<file path="src/rtl/vx_cache_bank_sched_if.sv">
// Bank scheduler bus: core/fill/replay handshakes,
// MSHR status, pipe stall and the registered st0 slot.
interface vx_cache_bank_sched_if #(
  parameter int MSHR_ADDR_W = 2,
  parameter int LINE_W      = 6
);
  logic                   core_valid;
  logic                   core_ready;
  logic                   fill_valid;
  logic [MSHR_ADDR_W-1:0] fill_id;
  logic                   fill_ready;
  logic                   replay_valid;
  logic [MSHR_ADDR_W-1:0] replay_id;
  logic                   replay_ready;
  logic                   mshr_alloc_rdy;
  logic                   pipe_stall;
  logic                   st0_valid;
  logic [1:0]             st0_kind;
  logic [MSHR_ADDR_W-1:0] st0_id;
  logic [LINE_W-1:0]      st0_line;
  logic                   init_done;

  modport master (
    output core_valid,
    output fill_valid,
    output fill_id,
    output replay_valid,
    output replay_id,
    output mshr_alloc_rdy,
    output pipe_stall,
    input  core_ready,
    input  fill_ready,
    input  replay_ready,
    input  st0_valid,
    input  st0_kind,
    input  st0_id,
    input  st0_line,
    input  init_done
  );

  modport slave (
    input  core_valid,
    input  fill_valid,
    input  fill_id,
    input  replay_valid,
    input  replay_id,
    input  mshr_alloc_rdy,
    input  pipe_stall,
    output core_ready,
    output fill_ready,
    output replay_ready,
    output st0_valid,
    output st0_kind,
    output st0_id,
    output st0_line,
    output init_done
  );
endinterface

</file>
<file path="src/rtl/vx_cache_bank_sched.sv">
// Per-bank st0 scheduler: init sweep, fill > replay > core.
// Define VX_CACHE_SCHED_PERF_EN for perf counter outputs.
module vx_cache_bank_sched #(
  parameter int NUM_LINES   = 64,
  parameter int MSHR_SIZE   = 4,
  parameter int CORE_STARVE = 4,
  localparam int MSHR_ADDR_W =
    (MSHR_SIZE > 1) ? $clog2(MSHR_SIZE) : 1,
  localparam int LINE_W =
    (NUM_LINES > 1) ? $clog2(NUM_LINES) : 1
) (
  input logic clk,
  input logic reset,
  vx_cache_bank_sched_if.slave bus
`ifdef VX_CACHE_SCHED_PERF_EN
  ,
  output logic [31:0] perf_core_stalls,
  output logic [31:0] perf_mshr_full
`endif
);

  localparam int SC_W =
    (CORE_STARVE > 0) ? $clog2(CORE_STARVE + 1) : 1;
  localparam logic [SC_W-1:0] SC_MAX =
    SC_W'(CORE_STARVE);
  localparam logic [LINE_W-1:0] LAST_LINE =
    LINE_W'(NUM_LINES - 1);

  typedef enum logic {
    S_INIT,
    S_RUN
  } state_e;

  state_e                 state_q, state_d;
  logic [LINE_W-1:0]      line_cnt_q, line_cnt_d;
  logic [SC_W-1:0]        starve_q, starve_d;
  logic                   fill_st0_q, fill_st0_d;
  logic                   done_q, done_d;
  logic                   st0_vld_q, st0_vld_d;
  logic [1:0]             st0_kind_q, st0_kind_d;
  logic [MSHR_ADDR_W-1:0] st0_id_q, st0_id_d;
  logic [LINE_W-1:0]      st0_line_q, st0_line_d;

  logic advance;
  logic fill_elig;
  logic replay_elig;
  logic core_elig;
  logic core_win;
  logic fill_win;
  logic replay_win;
  logic core_lo;
  logic gnt_init;
  logic gnt_fill;
  logic gnt_replay;
  logic gnt_core;

  always_comb begin
    state_d     = state_q;
    line_cnt_d  = line_cnt_q;
    starve_d    = starve_q;
    fill_st0_d  = fill_st0_q;
    done_d      = done_q;
    st0_vld_d   = st0_vld_q;
    st0_kind_d  = st0_kind_q;
    st0_id_d    = st0_id_q;
    st0_line_d  = st0_line_q;
    gnt_init    = 1'b0;
    gnt_fill    = 1'b0;
    gnt_replay  = 1'b0;
    gnt_core    = 1'b0;

    advance     = ~bus.pipe_stall & ~reset;
    fill_elig   = bus.fill_valid;
    // the fill just issued must clear st0 before a replay follows it
    replay_elig = bus.replay_valid & ~fill_st0_q;
    core_elig   = bus.core_valid & bus.mshr_alloc_rdy;
    core_win    = (CORE_STARVE != 0)
                & (starve_q == SC_MAX) & core_elig;
    fill_win    = fill_elig & ~core_win;
    replay_win  = replay_elig & ~fill_elig & ~core_win;
    core_lo     = core_elig & ~fill_elig
                & ~replay_elig & ~core_win;

    unique case (state_q)
      S_INIT: begin
        if (advance) begin
          gnt_init   = 1'b1;
          line_cnt_d = line_cnt_q + 1'b1;
          if (line_cnt_q == LAST_LINE) begin
            state_d    = S_RUN;
            done_d     = 1'b1;
            line_cnt_d = '0;
          end
        end
      end
      S_RUN: begin
        if (advance) begin
          unique case (1'b1)
            core_win:   gnt_core   = 1'b1;
            fill_win:   gnt_fill   = 1'b1;
            replay_win: gnt_replay = 1'b1;
            core_lo:    gnt_core   = 1'b1;
            default:    ;
          endcase
        end
      end
      default: state_d = S_INIT;
    endcase

    if (!bus.core_valid || gnt_core) begin
      starve_d = '0;
    end else if ((gnt_fill || gnt_replay)
                 && starve_q != SC_MAX) begin
      starve_d = starve_q + 1'b1;
    end

    if (advance) begin
      fill_st0_d = gnt_fill;
      st0_vld_d  = gnt_init | gnt_fill
                 | gnt_replay | gnt_core;
      st0_kind_d = gnt_init   ? 2'd3 :
                   gnt_replay ? 2'd2 :
                   gnt_fill   ? 2'd1 : 2'd0;
      st0_id_d   = gnt_fill   ? bus.fill_id :
                   gnt_replay ? bus.replay_id : '0;
      st0_line_d = gnt_init ? line_cnt_q : '0;
    end
  end

  always_ff @(posedge clk) begin
    if (reset) begin
      state_q    <= S_INIT;
      line_cnt_q <= '0;
      starve_q   <= '0;
      fill_st0_q <= 1'b0;
      done_q     <= 1'b0;
      st0_vld_q  <= 1'b0;
      st0_kind_q <= '0;
      st0_id_q   <= '0;
      st0_line_q <= '0;
    end else begin
      state_q    <= state_d;
      line_cnt_q <= line_cnt_d;
      starve_q   <= starve_d;
      fill_st0_q <= fill_st0_d;
      done_q     <= done_d;
      st0_vld_q  <= st0_vld_d;
      st0_kind_q <= st0_kind_d;
      st0_id_q   <= st0_id_d;
      st0_line_q <= st0_line_d;
    end
  end

  assign bus.core_ready   = gnt_core;
  assign bus.fill_ready   = gnt_fill;
  assign bus.replay_ready = gnt_replay;
  assign bus.st0_valid    = st0_vld_q;
  assign bus.st0_kind     = st0_kind_q;
  assign bus.st0_id       = st0_id_q;
  assign bus.st0_line     = st0_line_q;
  assign bus.init_done    = done_q;

`ifdef VX_CACHE_SCHED_PERF_EN
  logic [31:0] pcs_q, pcs_d;
  logic [31:0] pmf_q, pmf_d;

  always_comb begin
    pcs_d = pcs_q;
    pmf_d = pmf_q;
    if (state_q == S_RUN && bus.core_valid && !gnt_core)
      pcs_d = pcs_q + 32'd1;
    if (bus.core_valid && !bus.mshr_alloc_rdy)
      pmf_d = pmf_q + 32'd1;
  end

  always_ff @(posedge clk) begin
    if (reset) begin
      pcs_q <= '0;
      pmf_q <= '0;
    end else begin
      pcs_q <= pcs_d;
      pmf_q <= pmf_d;
    end
  end

  assign perf_core_stalls = pcs_q;
  assign perf_mshr_full   = pmf_q;
`endif

endmodule

</file>
<file path="src/flat_wrapper.sv">
// flat-port wrapper written by rule: the top's interface ports become plain ports
module vx_cache_bank_sched_flat 
#(
  parameter int NUM_LINES   = 64,
  parameter int MSHR_SIZE   = 4,
  parameter int CORE_STARVE = 4,
  localparam int MSHR_ADDR_W =
    (MSHR_SIZE > 1) ? $clog2(MSHR_SIZE) : 1,
  localparam int LINE_W =
    (NUM_LINES > 1) ? $clog2(NUM_LINES) : 1
)
  (clk, reset, bus_core_valid, bus_fill_valid, bus_fill_id, bus_replay_valid, bus_replay_id, bus_mshr_alloc_rdy, bus_pipe_stall, bus_core_ready, bus_fill_ready, bus_replay_ready, bus_st0_valid, bus_st0_kind, bus_st0_id, bus_st0_line, bus_init_done);
  vx_cache_bank_sched_if #(.MSHR_ADDR_W((2)), .LINE_W((6))) bus_i ();
  input logic clk;
  input logic reset;
  input wire logic [$bits(bus_i.core_valid)-1:0] bus_core_valid;
  input wire logic [$bits(bus_i.fill_valid)-1:0] bus_fill_valid;
  input wire logic [$bits(bus_i.fill_id)-1:0] bus_fill_id;
  input wire logic [$bits(bus_i.replay_valid)-1:0] bus_replay_valid;
  input wire logic [$bits(bus_i.replay_id)-1:0] bus_replay_id;
  input wire logic [$bits(bus_i.mshr_alloc_rdy)-1:0] bus_mshr_alloc_rdy;
  input wire logic [$bits(bus_i.pipe_stall)-1:0] bus_pipe_stall;
  output wire logic [$bits(bus_i.core_ready)-1:0] bus_core_ready;
  output wire logic [$bits(bus_i.fill_ready)-1:0] bus_fill_ready;
  output wire logic [$bits(bus_i.replay_ready)-1:0] bus_replay_ready;
  output wire logic [$bits(bus_i.st0_valid)-1:0] bus_st0_valid;
  output wire logic [$bits(bus_i.st0_kind)-1:0] bus_st0_kind;
  output wire logic [$bits(bus_i.st0_id)-1:0] bus_st0_id;
  output wire logic [$bits(bus_i.st0_line)-1:0] bus_st0_line;
  output wire logic [$bits(bus_i.init_done)-1:0] bus_init_done;
  assign bus_i.core_valid = bus_core_valid;
  assign bus_i.fill_valid = bus_fill_valid;
  assign bus_i.fill_id = bus_fill_id;
  assign bus_i.replay_valid = bus_replay_valid;
  assign bus_i.replay_id = bus_replay_id;
  assign bus_i.mshr_alloc_rdy = bus_mshr_alloc_rdy;
  assign bus_i.pipe_stall = bus_pipe_stall;
  assign bus_core_ready = bus_i.core_ready;
  assign bus_fill_ready = bus_i.fill_ready;
  assign bus_replay_ready = bus_i.replay_ready;
  assign bus_st0_valid = bus_i.st0_valid;
  assign bus_st0_kind = bus_i.st0_kind;
  assign bus_st0_id = bus_i.st0_id;
  assign bus_st0_line = bus_i.st0_line;
  assign bus_init_done = bus_i.init_done;
  vx_cache_bank_sched #(.NUM_LINES(NUM_LINES), .MSHR_SIZE(MSHR_SIZE), .CORE_STARVE(CORE_STARVE)) u_core (.clk(clk), .reset(reset), .bus(bus_i));
endmodule
</file>
<file path="config.mk">
export PLATFORM = sky130hd
export DESIGN_NAME = vx_cache_bank_sched_flat
export DESIGN_NICKNAME = d
export VERILOG_FILES = /design/src/rtl/vx_cache_bank_sched_if.sv /design/src/rtl/vx_cache_bank_sched.sv /design/src/flat_wrapper.sv
export SDC_FILE = /design/constraint.sdc
export NUM_CORES = 1
export LEC_CHECK = 0
export ABC_AREA = 1
export BUFFER_PORTS_ARGS = -buffer_cell sky130_fd_sc_hd__buf_2
export CAP_MARGIN = 30
export CORE_MARGIN = 5
export CORE_UTILIZATION = 35
export CTS_CLUSTER_DIAMETER = 150
export DETAILED_ROUTE_END_ITERATION = 12
export PLACE_DENSITY = 0.56
export SLEW_MARGIN = 20
export SYNTH_ARGS = -nofsm -noshare
export SYNTH_HDL_FRONTEND = slang
export SYNTH_SLANG_ARGS = --single-unit
export TNS_END_PERCENT = 5
</file>
<file path="constraint.sdc">
create_clock -name clk -period 3.3 [get_ports clk]
set_input_delay 0.66 -clock clk [delete_from_list [all_inputs] [get_ports clk]]
set_output_delay 0.66 -clock clk [all_outputs]
set_load 0.03 [all_outputs]
</file>
==> run summary <==
Max Fclk -> 0.390 GHz
Setup CP Type -> in -> out
setup bufs post-CTS -> 0
post-layout util -> 0.413
register area share after synthesis -> 0.429
Synth area leader -> dfxtp_1
CTS root buf -> clkbuf_4
Final Hold Viols -> 0
TNS Setup -> 0 ns
Max-cap violations -> 0
Tot Pwr -> 459 uW
ANT cells -> 0
initial antenna violation count -> 0
post-synthesis cell type count -> 27
Worst Setup End Kind -> primary output
first-pass GRT wire length -> 3930 um
leading cell types in the layout, fill and taps excluded -> nand2_1, buf_2, dfxtp_1, inv_1, nand3_1
Final Wtd Congestion -> 0.790
register area -> 460 sq um
DRT Wirelength -> 2180 um
Vias -> 969
syn avg cell area -> 7.50 sq um
Ys Warns -> 0
clk sinks -> 23
P per Cell Area -> 370 nW/um^2
flops & latches, synth -> 23
GRT Util Overall -> 0.116
Synth area leaders -> dfxtp_1, nand2_1, nand3_1, a21oi_1, inv_1
P_leak -> 0.583 nW
worst slew pin tran -> 0.352 ns
die area -> 4270 sq um
largest net degree at the start of global routing -> 14
share of layout cells above drive strength 1 -> 0.262
vias in the first global route -> 948
gate count after technology mapping -> 143
area grow syn2layout -> 15.6%
row cnt -> 20
DRT iter0 DRCs -> 52
Chip Width -> 65.4 um
First-pass DRT Iterations -> 4
CTS clk-pin slew, worst paths -> 0.12 ns
status -> finished, final reports clean
Num CTS Buffers -> 3
Starting Density -> 0.357
# port buffers -> 25
RSZ-0062 raised after global routing -> no
syn_nets -> 157
Core ar. -> 3000 sq um
worst clock skew -> 0.00343 ns
Post-CTS Hold Buffers -> 0
worst rel slew slack -> 0.765
Die H -> 65.4 um
Final ANT Viol Nets -> 0
Longest Clk Path Bufs -> 2
CTS resizes -> 0
worst min-delay path category -> reg -> reg
Crit path arrival time -> 1.90 ns
Synth top area share -> 0.429
final setup fails -> 0
DRC Markers -> 0
VDD IR max -> 0.118 mV
CTS tree -> done
via/cell ratio -> 4.82
gr ovfl total -> 0
H-tree depth -> 1
clock latency on the worst-skew pair -> 0.31 ns
Max Slew Vio Count -> 0
Post-Syn Area -> 1070 sq um
dpl hpwl -> 1730 um
WL per Instance -> 10.8 um
most common cell after layout, fill and taps aside -> nand2_1
# fillers -> 317
CP Max Fanout -> 12
Net count, final -> 183
crit path launch type -> input pin
Final Cycle Share -> 0.777
Final min period -> 2.56 ns
required time worst endpoint -> 2.64 ns
area of the multi-input gates -> 510 sq um
IO Pins -> 26
[layer usage]
metal | GRT usage | vias to the layer above | routed length (um)
met3 | 0.0274 | 5 | 123
met1 | 0.130 | 436 | 1030
met5 | 0 | - | 0
li1 | - | 509 | -
met2 | 0.202 | 19 | 973
met4 | 0.0622 | 0 | 51
[cell type report]
class                      count  area share
sequential                    23       0.371
clock buffer                   3      0.0182
clock inverter                 1     0.00404
inverter                      20      0.0605
multi-input combinational     96       0.412
tap                           33      0.0333
timing repair buffer          25       0.101
[power by group]
group / total (mW) / internal (mW) / switching, mW
Clock: 0.129 / 0.0453 / 0.0836
Sequential: 0.287 / 0.283 / 0.00397
Combinational: 0.0436 / 0.0141 / 0.0295
Total: 0.459 / 0.342 / 0.117
[worst paths after layout]
path	start	to	slack, ns	cells past startpoint
worst max-delay path	reset	bus_replay_ready	0.74	7
worst min-delay path	u_core.bus.st0_line[2]$_SDFFE_PP0P_	u_core.bus.st0_line[2]$_SDFFE_PP0P_	0.46	2
worst max register to register	u_core.starve_q[0]$_SDFFE_PP0P_	u_core.starve_q[1]$_SDFFE_PP0P_	1.70	10
worst min register to register	u_core.bus.st0_line[2]$_SDFFE_PP0P_	u_core.bus.st0_line[2]$_SDFFE_PP0P_	0.46	2
[kinds of logic after synthesis]
| group | share of synthesized area |
|---|---|
| flip-flops | 0.429 |
| AO/OA/AOI/OAI | 0.0992 |
| adder cells (fa/ha/maj) | 0.0350 |
| buffers and inverters | 0.0945 |
| AND/OR/NAND/NOR | 0.334 |
| XOR/XNOR | 0.00817 |
[through the flow]
| stage | hold slack (ns) | area, sq um | setup WS [ns] | cells |
|---|---|---|---|---|
| floorplan | 0.436 | 1070 | 1.37 | 143 |
| global placement | 0.446 | 1210 | 0.815 | 197 |
| detailed placement | 0.448 | 1210 | 0.733 | 197 |
| CTS | 0.467 | 1240 | 0.728 | 201 |
| global route | 0.492 | 1240 | 0.602 | 201 |
| finish | 0.464 | 1240 | 0.737 | 201 |
[registers in the layout (all words and copies together) (netlist names)]
signal,cells
u_core.bus.st0_valid,1
u_core.bus.st0_kind,2
u_core.fill_st0_q,1
u_core.state_q,1
u_core.starve_q,3
u_core.bus.st0_line,6
u_core.line_cnt_q,6
u_core.bus.st0_id,2
u_core.bus.init_done,1
[synth_stat cells]
master and count:
a21oi_1 12, a21oi_2 1, a31oi_1 2, a32o_1 1
buf_4 1, buf_6 1, clkbuf_1 2, clkinv_1 1
dfxtp_1 23, ha_1 3, inv_1 14, inv_2 5
nand2_1 39, nand2_2 2, nand2_4 1, nand3_1 13
nand3_2 3, nand4_1 2, nor2_1 7, nor2_2 1
nor2_4 1, nor2_8 1, nor3_1 2, o21ai_0 2
o21ai_1 1, or2_0 1, xor2_1 1
[worst max-delay path: stages]
cell and delay, ns:
buf_2 0.18, inv_1 0.31, nand2_1 0.14, nor2_2 0.18, nand3_2 0.15, inv_2 0.09
buf_2 0.19
No activity file was read; power rests on OpenSTA's default activity.
